===== src/rtl/mult2_hilo.sv =====
// mult2_hilo: second stage of the two-stage 32x32 multiplier.
// Takes the sixteen 8x8 partial products from stage 1, reduces them to a
// 64-bit product, applies two's-complement correction for signed operands,
// and writes (MUL), accumulates (MADD) or subtracts (MSUB) into HI/LO.
// HI/LO are also written directly by MTHI/MTLO. A multiply writeback beats
// an MT write that lands on the same edge.
//
// Build option: define MULT2_PIPE_EN to register the upper and lower partial
// sums separately. This adds one cycle of latency. Throughput stays at one
// result per cycle. With the macro undefined, latency is two cycles.
module mult2_hilo (
  input  logic        Clock,
  input  logic        Reset,
  input  logic        In_Valid,
  input  logic        Stall,
  input  logic [1:0]  Op,
  input  logic        Signed,
  input  logic [31:0] A,
  input  logic [31:0] B,
  input  logic [15:0] SubOut0,
  input  logic [15:0] SubOut1,
  input  logic [15:0] SubOut2,
  input  logic [15:0] SubOut3,
  input  logic [15:0] SubOut4,
  input  logic [15:0] SubOut5,
  input  logic [15:0] SubOut6,
  input  logic [15:0] SubOut7,
  input  logic [15:0] SubOut8,
  input  logic [15:0] SubOut9,
  input  logic [15:0] SubOut10,
  input  logic [15:0] SubOut11,
  input  logic [15:0] SubOut12,
  input  logic [15:0] SubOut13,
  input  logic [15:0] SubOut14,
  input  logic [15:0] SubOut15,
  input  logic        MtHi,
  input  logic        MtLo,
  input  logic [31:0] Wr_Data,
  output logic [31:0] Hi,
  output logic [31:0] Lo,
  output logic        Busy,
  output logic        Done
);

  // The reserved encoding 2'b11 executes as MUL.
  typedef enum logic [1:0] {
    OP_MUL  = 2'b00,
    OP_MADD = 2'b01,
    OP_MSUB = 2'b10,
    OP_RSVD = 2'b11
  } op_e;

  // Partial products gathered into an array.
  // Element 4*i+j holds A byte i times B byte j, where byte 0 is bits 31:24.
  logic [15:0] pp_in [16];

  assign pp_in[0]  = SubOut0;
  assign pp_in[1]  = SubOut1;
  assign pp_in[2]  = SubOut2;
  assign pp_in[3]  = SubOut3;
  assign pp_in[4]  = SubOut4;
  assign pp_in[5]  = SubOut5;
  assign pp_in[6]  = SubOut6;
  assign pp_in[7]  = SubOut7;
  assign pp_in[8]  = SubOut8;
  assign pp_in[9]  = SubOut9;
  assign pp_in[10] = SubOut10;
  assign pp_in[11] = SubOut11;
  assign pp_in[12] = SubOut12;
  assign pp_in[13] = SubOut13;
  assign pp_in[14] = SubOut14;
  assign pp_in[15] = SubOut15;

  // Stage-1 capture registers
  logic [15:0] pp_q [16];
  logic [15:0] pp_d [16];
  logic [31:0] a_q,   a_d;
  logic [31:0] b_q,   b_d;
  op_e         op_q,  op_d;
  logic        sgn_q, sgn_d;
  logic        v1_q,  v1_d;

  // Architectural state
  logic [31:0] hi_q,   hi_d;
  logic [31:0] lo_q,   lo_d;
  logic        done_q, done_d;

  // Reduction results
  logic [63:0] sum_hi;  // terms with i+j <= 3
  logic [63:0] sum_lo;  // terms with i+j >  3

  // Operation arriving at the writeback edge
  logic        wb_valid;
  logic [63:0] wb_sum;
  logic [31:0] wb_a;
  logic [31:0] wb_b;
  op_e         wb_op;
  logic        wb_sgn;

  // Signed correction.
  // A negative operand read as unsigned adds 2^32 times the other operand
  // to the product. This function returns that excess so it can be removed.
  function automatic logic [63:0] sign_corr(input logic [31:0] a,
                                            input logic [31:0] b,
                                            input logic        sgn);
    logic [63:0] c;
    c = '0;
    if (sgn && a[31]) c = c + {b, 32'h0};
    if (sgn && b[31]) c = c + {a, 32'h0};
    return c;
  endfunction

  // Stage-1 next state: capture when valid, hold everything while stalled.
  always_comb begin
    // NOTE: every output gets a default first so no path leaves a latch.
    pp_d  = pp_q;
    a_d   = a_q;
    b_d   = b_q;
    op_d  = op_q;
    sgn_d = sgn_q;
    v1_d  = v1_q;
    if (!Stall) begin
      v1_d = In_Valid;
      if (In_Valid) begin
        pp_d  = pp_in;
        a_d   = A;
        b_d   = B;
        op_d  = op_e'(Op);
        sgn_d = Signed;
      end
    end
  end

  // Stage-1 registers
  always_ff @(posedge Clock) begin
    if (Reset) begin
      // NOTE: the partial-product array is plain flops, not a RAM.
      // Clearing it here keeps the captured state deterministic after reset.
      pp_q  <= '{default: '0};
      a_q   <= '0;
      b_q   <= '0;
      op_q  <= OP_MUL;
      sgn_q <= 1'b0;
      v1_q  <= 1'b0;
    end else begin
      // NOTE: non-blocking assignments, so all flops update from pre-edge values.
      pp_q  <= pp_d;
      a_q   <= a_d;
      b_q   <= b_d;
      op_q  <= op_d;
      sgn_q <= sgn_d;
      v1_q  <= v1_d;
    end
  end

  // Partial-product reduction, split into upper and lower halves.
  // Term (i,j) is shifted left by 8*(6-i-j).
  always_comb begin
    sum_hi = '0;
    sum_lo = '0;
    for (int i = 0; i < 4; i++) begin
      for (int j = 0; j < 4; j++) begin
        if (i + j <= 3)
          sum_hi = sum_hi + (64'(pp_q[4*i+j]) << (8 * (6 - i - j)));
        else
          sum_lo = sum_lo + (64'(pp_q[4*i+j]) << (8 * (6 - i - j)));
      end
    end
  end

`ifdef MULT2_PIPE_EN
  // Stage-2 registers: split sums plus the operands the correction needs
  logic [63:0] sum_hi_q, sum_hi_d;
  logic [63:0] sum_lo_q, sum_lo_d;
  logic [31:0] a2_q,     a2_d;
  logic [31:0] b2_q,     b2_d;
  op_e         op2_q,    op2_d;
  logic        sgn2_q,   sgn2_d;
  logic        v2_q,     v2_d;

  // Stage-2 next state: advance from stage 1 unless stalled.
  always_comb begin
    sum_hi_d = sum_hi_q;
    sum_lo_d = sum_lo_q;
    a2_d     = a2_q;
    b2_d     = b2_q;
    op2_d    = op2_q;
    sgn2_d   = sgn2_q;
    v2_d     = v2_q;
    if (!Stall) begin
      v2_d = v1_q;
      if (v1_q) begin
        sum_hi_d = sum_hi;
        sum_lo_d = sum_lo;
        a2_d     = a_q;
        b2_d     = b_q;
        op2_d    = op_q;
        sgn2_d   = sgn_q;
      end
    end
  end

  // Stage-2 registers
  always_ff @(posedge Clock) begin
    if (Reset) begin
      sum_hi_q <= '0;
      sum_lo_q <= '0;
      a2_q     <= '0;
      b2_q     <= '0;
      op2_q    <= OP_MUL;
      sgn2_q   <= 1'b0;
      v2_q     <= 1'b0;
    end else begin
      sum_hi_q <= sum_hi_d;
      sum_lo_q <= sum_lo_d;
      a2_q     <= a2_d;
      b2_q     <= b2_d;
      op2_q    <= op2_d;
      sgn2_q   <= sgn2_d;
      v2_q     <= v2_d;
    end
  end

  assign wb_valid = v2_q;
  assign wb_sum   = sum_hi_q + sum_lo_q;
  assign wb_a     = a2_q;
  assign wb_b     = b2_q;
  assign wb_op    = op2_q;
  assign wb_sgn   = sgn2_q;
  assign Busy     = v1_q | v2_q;
`else
  assign wb_valid = v1_q;
  assign wb_sum   = sum_hi + sum_lo;
  assign wb_a     = a_q;
  assign wb_b     = b_q;
  assign wb_op    = op_q;
  assign wb_sgn   = sgn_q;
  assign Busy     = v1_q;
`endif

  // Writeback: a multiply result beats an MT write on the same edge.
  // HI/LO are read at this edge, so back-to-back MADDs chain.
  always_comb begin
    logic [63:0] prod;
    logic [63:0] res;
    prod   = wb_sum - sign_corr(wb_a, wb_b, wb_sgn);
    hi_d   = hi_q;
    lo_d   = lo_q;
    done_d = done_q;
    unique case (wb_op)
      OP_MADD: res = {hi_q, lo_q} + prod;
      OP_MSUB: res = {hi_q, lo_q} - prod;
      default: res = prod;
    endcase
    if (!Stall) begin
      done_d = wb_valid;
      if (wb_valid) begin
        {hi_d, lo_d} = res;
      end else begin
        if (MtHi) hi_d = Wr_Data;
        if (MtLo) lo_d = Wr_Data;
      end
    end
  end

  // HI/LO and done registers
  always_ff @(posedge Clock) begin
    if (Reset) begin
      hi_q   <= '0;
      lo_q   <= '0;
      done_q <= 1'b0;
    end else begin
      hi_q   <= hi_d;
      lo_q   <= lo_d;
      done_q <= done_d;
    end
  end

  // Done is hidden while stalled. done_q holds across the stall, so the
  // pending pulse appears once Stall drops.
  assign Done = done_q & ~Stall;
  assign Hi   = hi_q;
  assign Lo   = lo_q;

endmodule


===== config.mk =====
export PLATFORM = sky130hd
export DESIGN_NAME = mult2_hilo
export DESIGN_NICKNAME = d
export VERILOG_FILES = /design/src/rtl/mult2_hilo.sv
export SDC_FILE = /design/constraint.sdc
export NUM_CORES = 2
export LEC_CHECK = 0
export ABC_AREA = 1
export CELL_PAD_IN_SITES_DETAIL_PLACEMENT = 2
export CELL_PAD_IN_SITES_GLOBAL_PLACEMENT = 2
export CORE_ASPECT_RATIO = 1.75
export CORE_MARGIN = 2
export CORE_UTILIZATION = 29
export CTS_BUF_LIST = sky130_fd_sc_hd__clkbuf_4 sky130_fd_sc_hd__clkbuf_8
export CTS_CLUSTER_DIAMETER = 50
export DETAILED_ROUTE_END_ITERATION = 6
export GPL_TIMING_DRIVEN = 0
export PLACE_DENSITY_LB_ADDON = 0.1
export SLEW_MARGIN = 20
export SYNTH_ARGS = -nofsm -noshare
export SYNTH_HDL_FRONTEND = slang
export SYNTH_SLANG_ARGS = --single-unit

===== constraint.sdc =====
create_clock -name Clock -period 7.45 [get_ports Clock]
set_input_delay 1.1175 -clock Clock [delete_from_list [all_inputs] [get_ports Clock]]
set_output_delay 1.1175 -clock Clock [all_outputs]
set_load 0.005 [all_outputs]

Word level (Yosys, flattened, before mapping)
Index checks and enable logic that the tools add are counted.
W data, S select, Z words.
{"block": "classes", "mux": 7, "add_sub_neg": 19, "eq_ne": 2, "n_reduce_logical": 7, "n_bitwise": 2}
{"op": "$add A64 B40 Y64", "count": 4}
{"op": "$add A64 B48 Y64", "count": 3}
{"op": "$add A64 B56 Y64", "count": 2}
{"op": "$add A64 B64 Y64", "count": 2}
{"op": "$mux W32", "count": 4}
{"op": "$mux W64", "count": 2}
{"op": "$pmux W64 S2", "count": 1}
{"op": "$sub A64 B64 Y64", "count": 2}
{"op": "$add A64 B37 Y64", "count": 1}
{"op": "$add A36 B16 Y37", "count": 1}
{"op": "$add A35 B24 Y36", "count": 1}
{"op": "$add A34 B32 Y35", "count": 1}
{"op": "$add A33 B24 Y34", "count": 1}
{"op": "$add A32 B32 Y33", "count": 1}
{"op": "$reduce_and A2 Y1", "count": 3}
{"op": "$reduce_bool A2 Y1", "count": 2}
{"op": "$eq A2 B1 Y1 const B", "count": 1}
{"op": "$eq A2 B2 Y1 const B", "count": 1}
{"op": "$logic_and A1 B1 Y1", "count": 2}
{"op": "$and A1 B1 Y1", "count": 1}
{"op": "$not A1 Y1", "count": 1}
{"block": "totals", "input_bits": 361, "register_bits": 389, "word_cells": 61, "output_inout_bits": 66}

Longest topological paths before layout
{"block": "logic_depth", "depth_word": 14, "depth_mapped": 55}

Worst setup path after synthesis
No wires, ideal clock.
{"block": "synth_timing", "path_type": "register to register", "from": "reg sgn_q", "to": "reg hi_q[30] (netlist: Hi[30])", "t_arrival_ps": 7913, "stages_incl_launch_ff": 49, "setup_time_ps": 122, "path_slack_ps": -585, "synth_period_minus_slack_ps": 8035, "path_cell_list": "dfxtp_1 -> nand2_2 -> clkbuf_1 -> nor2_1 -> ha_1 -> inv_1 -> fa_1 -> o21ai_2 -> nand2_1 -> o21ai_1 -> a21oi_1 -> o21ai_0 -> a21oi_1 -> o21ai_0 -> o21ai_0 -> fa_1 -> inv_1 -> fa_1 -> [... 13 more ...] -> nand2_1 -> inv_1 -> nor2_1 -> nand3_1 -> o21ai_4 -> nand3_2 -> xor2_1 -> ha_1 -> inv_1 -> nor3_1 -> inv_1 -> nor2_1 -> nand2_1 -> or3b_2 -> nand3_1 -> nand3_1 -> o211ai_1 -> a21oi_1"}
{"block": "synth_via", "elab_chain_len": 8}
{"item": "from (decl)", "line_no": "80", "source": "logic sgn_q, sgn_d;"}
{"item": "from (signal assigned)", "line_no": "151", "source": "sgn_q <= sgn_d;"}
{"item": "$logic_and A1 B1 Y1", "line_no": "108", "source": "if (sgn && a[31]) c = c + {b, 32'h0};"}
{"item": "$mux W64", "line_no": "108"}
{"item": "$add A64 B64 Y64", "line_no": "109", "source": "if (sgn && b[31]) c = c + {a, 32'h0};"}
{"item": "$mux W64 *", "line_no": "109"}
{"item": "$sub A64 B64 Y64 *", "line_no": "246", "source": "prod = wb_sum - sign_corr(wb_a, wb_b, wb_sgn);"}
{"item": "$sub A64 B64 Y64 or $add A64 B64 Y64 (tied branches)", "line_no": "252, 251"}
{"item": "$pmux W64 S2 *", "line_no": "250", "source": "unique case (wb_op)"}
{"item": "$mux W32 *", "line_no": "257", "source": "if (wb_valid) begin"}
{"item": "to (signal assigned)", "line_no": "273", "source": "hi_q <= hi_d;"}
{"item": "to (decl)", "line_no": "84", "source": "logic [31:0] hi_q, hi_d;"}
Every way passes the cells marked *; elsewhere a longest branch is shown, timed or not.
A chain may end at the register's enable or synchronous reset.

Worst setup path in the final report
{"block": "layout_timing", "from": "reg sgn_q", "to": "reg hi_q[31] (netlist: Hi[31])"}
The elaborated chain is that of the path after synthesis.

==> summary.md <==
| Metric | Value |
|---|---|
| Max clock buf depth | 3 |
| Clock root buffer | clkbuf_8 |
| First-pass GRT wire length | approximately 260000 microns |
| Layout area overhead | 41.10% |
| Cell mode on critical path | inv_2 |
| Nets | 6599 |
| Worst Max-Slew Pin Slew | 1.644 ns |
| Worst Path Arrival | 9.63 ns |
| Unrepaired setup endpoints after global routing | true |
| GPL Wtd Cong | 0.9188 |
| Hold Crit Class | reg2reg |
| DRT iter0 DRCs | between 1000 and 1500 |
| CP max stage delay | 0.52 ns |
| Die X | between 200 and 300 microns |
| Drt wl/cell | ~26 microns |
| Post-Route Setup TNS | -30.52 ns |
| Clk sink count | approximately 390 |
| Cells after synthesis | between 5000 and 6000 |
| Via/cell ratio | 5.106 |
| DR pass1 iterations | 5 |
| Total GRT Usage | 29.81% |
| Final Util | 41.26% |
| Slew headroom | -9.622% |
| Slowest stage cell, crit path | fa_1 |
| Failing checks | capacitance limit, slew limit, setup timing |
| Part of the Yosys area used for sequential elements | a little under a quarter |
| Final HPWL DP | between 150000 and 200000 microns |
| Setup Skew | ~0.038 ns |
| Layout filler cell count | roughly 13000 |
| Peak VDD IR | between 0.3 and 0.4 mV |
| # placed instances | roughly 7000 |
| Endpoint class of the critical path | register |
| Initial antenna violation count | 9 |
| Startpoint type of the worst setup path | register |
| Final instance count without filler cells | between 7000 and 8000 |
| Crit share post-route | 120.9% |
| Leakage Power | ~21 nW |
| Setup Viol. Count Final | 30 |
| Synth Register Bits | ~400 |
| Total power per unit cell area | slightly below 600 nW/um^2 |
| Placed cell areas | 40100 sq um |
| Crit Path Max Fanout | 5 |
| Die footprint | 119200 sq um |
| Crit path required time | 8.07 ns |
| Final WS setup | -1.559 ns |
| Synth warn | 0 |
| FF+latch area | ~7800 sq um |
| Starting Density | roughly 29% |
| Slew Viols, Final | 2 |
| Vias in the first global route | 41410 |
| Post-Synthesis Net Count | 5890 |
| Routed WL | 188200 microns |
| Final instance area | ~48000 sq um |
| Number of max-cap violations | 1 |
| Largest net degree at the start of global routing | 11 |
| Fmax | approximately 110 MHz |
| ANT nets after route | 0 |
| # H-tree levels | 3 |
| I/O Buffers | about 430 |
| Endpoints failing hold | 0 |
| Status | finished, violations left |
| CTS hold repair buffers | 0 |
| Synth Cell Area | roughly 34000 sq um |
| Avg Inst Size Synth | 6.635 sq um |
| Async SR Flop Fraction | 0% |
| Minimum clock period | ~9 ns |
| # IOs | roughly 430 |
| Inserted Clock Buffers | 70 |
| Clock latency on the worst-skew pair | 0.80 ns |
| Synth top area share | a little under a quarter |
| Area leader, netlist | dfxtp_1 |
| Hold Slack | around 0.46 ns |
| Die height | around 460 microns |
| EDFF count, synth | 0 |
| Core Area | around 120000 sq um |
| CTS tree | done |
| Layout cell share with drive strength beyond 1 | roughly a fifth |
| GRT overflow | 0 |
| Top post-synthesis cells by area | dfxtp_1, inv_1, nand2_1, fa_1, ha_1 |
| Area occupied by multi-input gates | approximately 26000 sq um |
| DRC | 0 |
| Top_reg_cell synth | dfxtp_1 |
| Post-synth cell types | 60 |
| Clock slew at reported path FFs | 0.06 ns |
| CP Class | reg2reg |
| FP Rows | 165 |
| Via count | roughly 38000 |
[kinds of logic after synthesis]
logic type	synth area share, %
buf+inv	12.31
mux	0.08899
flops	23.08
fa+ha+maj	20.23
compound gates	17.67
xor+xnor	3.193
simple gates	23.43
[what timing repair did]
action                     CTS  global route
gates cloned                 0             0
setup endpoints to repair   35            37
resized for setup          673           442
hold endpoints to repair     0             0
pin swaps                  229           219
buffers inserted           123            87
[cell usage in the layout (no fill, tap or decap), types with 30 or more instances in the layout]
cell type	netlist	layout
nand2_4	2	60
clkbuf_1	153	135
clkbuf_8	0	85
nor2_1	655	501
a21oi_2	2	51
nand2_1	920	728
ha_4	0	60
nor2_2	14	79
nand4_1	44	44
xnor2_1	37	32
xor2_1	86	66
nand2_2	30	158
fa_1	171	162
a21oi_1	430	358
dfxtp_1	389	387
a31oi_1	49	37
buf_4	1	171
inv_2	13	84
ha_1	272	196
nand3_1	141	100
o21ai_0	524	470
o211ai_1	43	43
o21ai_2	3	30
inv_1	922	842
nand3_2	12	42
nor2_4	6	95
buf_6	0	36
clkdlybuf4s50_1	0	426
[worst paths after layout]
path,cells past startpoint,start,endpoint,slack [ns]
setup / recovery,53,sgn_q,Hi[31],-1.56
hold / removal,2,done_q,done_q,0.46
setup reg to reg,53,sgn_q,Hi[31],-1.56
hold reg to reg,2,done_q,done_q,0.46
[Yosys cell counts, types with 13 or more instances]
cell,n
clkbuf_1,153
inv_1,922
xnor2_1,37
nor3_1,29
nand3b_1,15
nand2_2,30
dfxtp_1,389
a31oi_1,49
nand3_1,141
nand2_1,920
nand4_1,44
a21oi_1,430
nor2_1,655
o21ai_1,13
xor2_1,86
ha_1,272
nor2_2,14
o21ai_0,524
o211ai_1,43
inv_2,13
o21a_1,14
fa_1,171
[metal layers]
metal	track usage (%)	vias up	part of all wire, %
li1	-	17550	-
met1	29.12	18550	35
met2	57.75	967	53
met3	3.467	433	3.6
met4	20.04	10	8.0
met5	0	-	0.037
[flip-flops by register name (all words and copies together) (netlist names)]
| signal | count |
|---|---|
| pp_q | 256 |
| Hi | 32 |
| Lo | 32 |
| a_q | 32 |
| b_q | 32 |
| op_q | 2 |
| Busy | 1 |
| done_q | 1 |
| sgn_q | 1 |
[report_power, final]
part | leakage [nW] | internal [W] | switching, W
clock | 0.761 | 0.00115 | 0.00106
sequential | 3.21 | 0.00223 | 0.000120
combinational | 17.2 | 0.00852 | 0.0146
total | 21.2 | 0.0119 | 0.0158
[through the flow]
stage / total power, W / setup slack (ns)
final: 0.02768 / -1.559
after global placement: 0.01646 / -2.818
after floorplan: 0.01185 / 0.0008265
after detailed placement: 0.01684 / -3.063
after CTS: 0.02347 / -1.256
after global routing: 0.02937 / -1.802
[critical path, delay by kind of cell (launching register included)]
| family | cells | cell delay (ns) |
|---|---|---|
| and+or+nand+nor | 24 | 3.08 |
| adders and majority gates | 8 | 2.90 |
| AOI/OAI and AO/OA | 10 | 1.38 |
| buffers and inverters | 11 | 1.03 |
| DFF | 1 | 0.42 |
[layout make-up]
class	instances	area share, %
Multi-Input combinational cell	3592	54.95
Sequential cell	389	16.37
Timing Repair Buffer	637	12.70
Clock inverter	19	0.3364
Tap cell	1503	3.950
Antenna cell	1	0.005256
Inverter	940	7.489
Buffer	165	1.487
Clock buffer	101	2.709
Note: power is estimated with default switching activity, not from simulation.
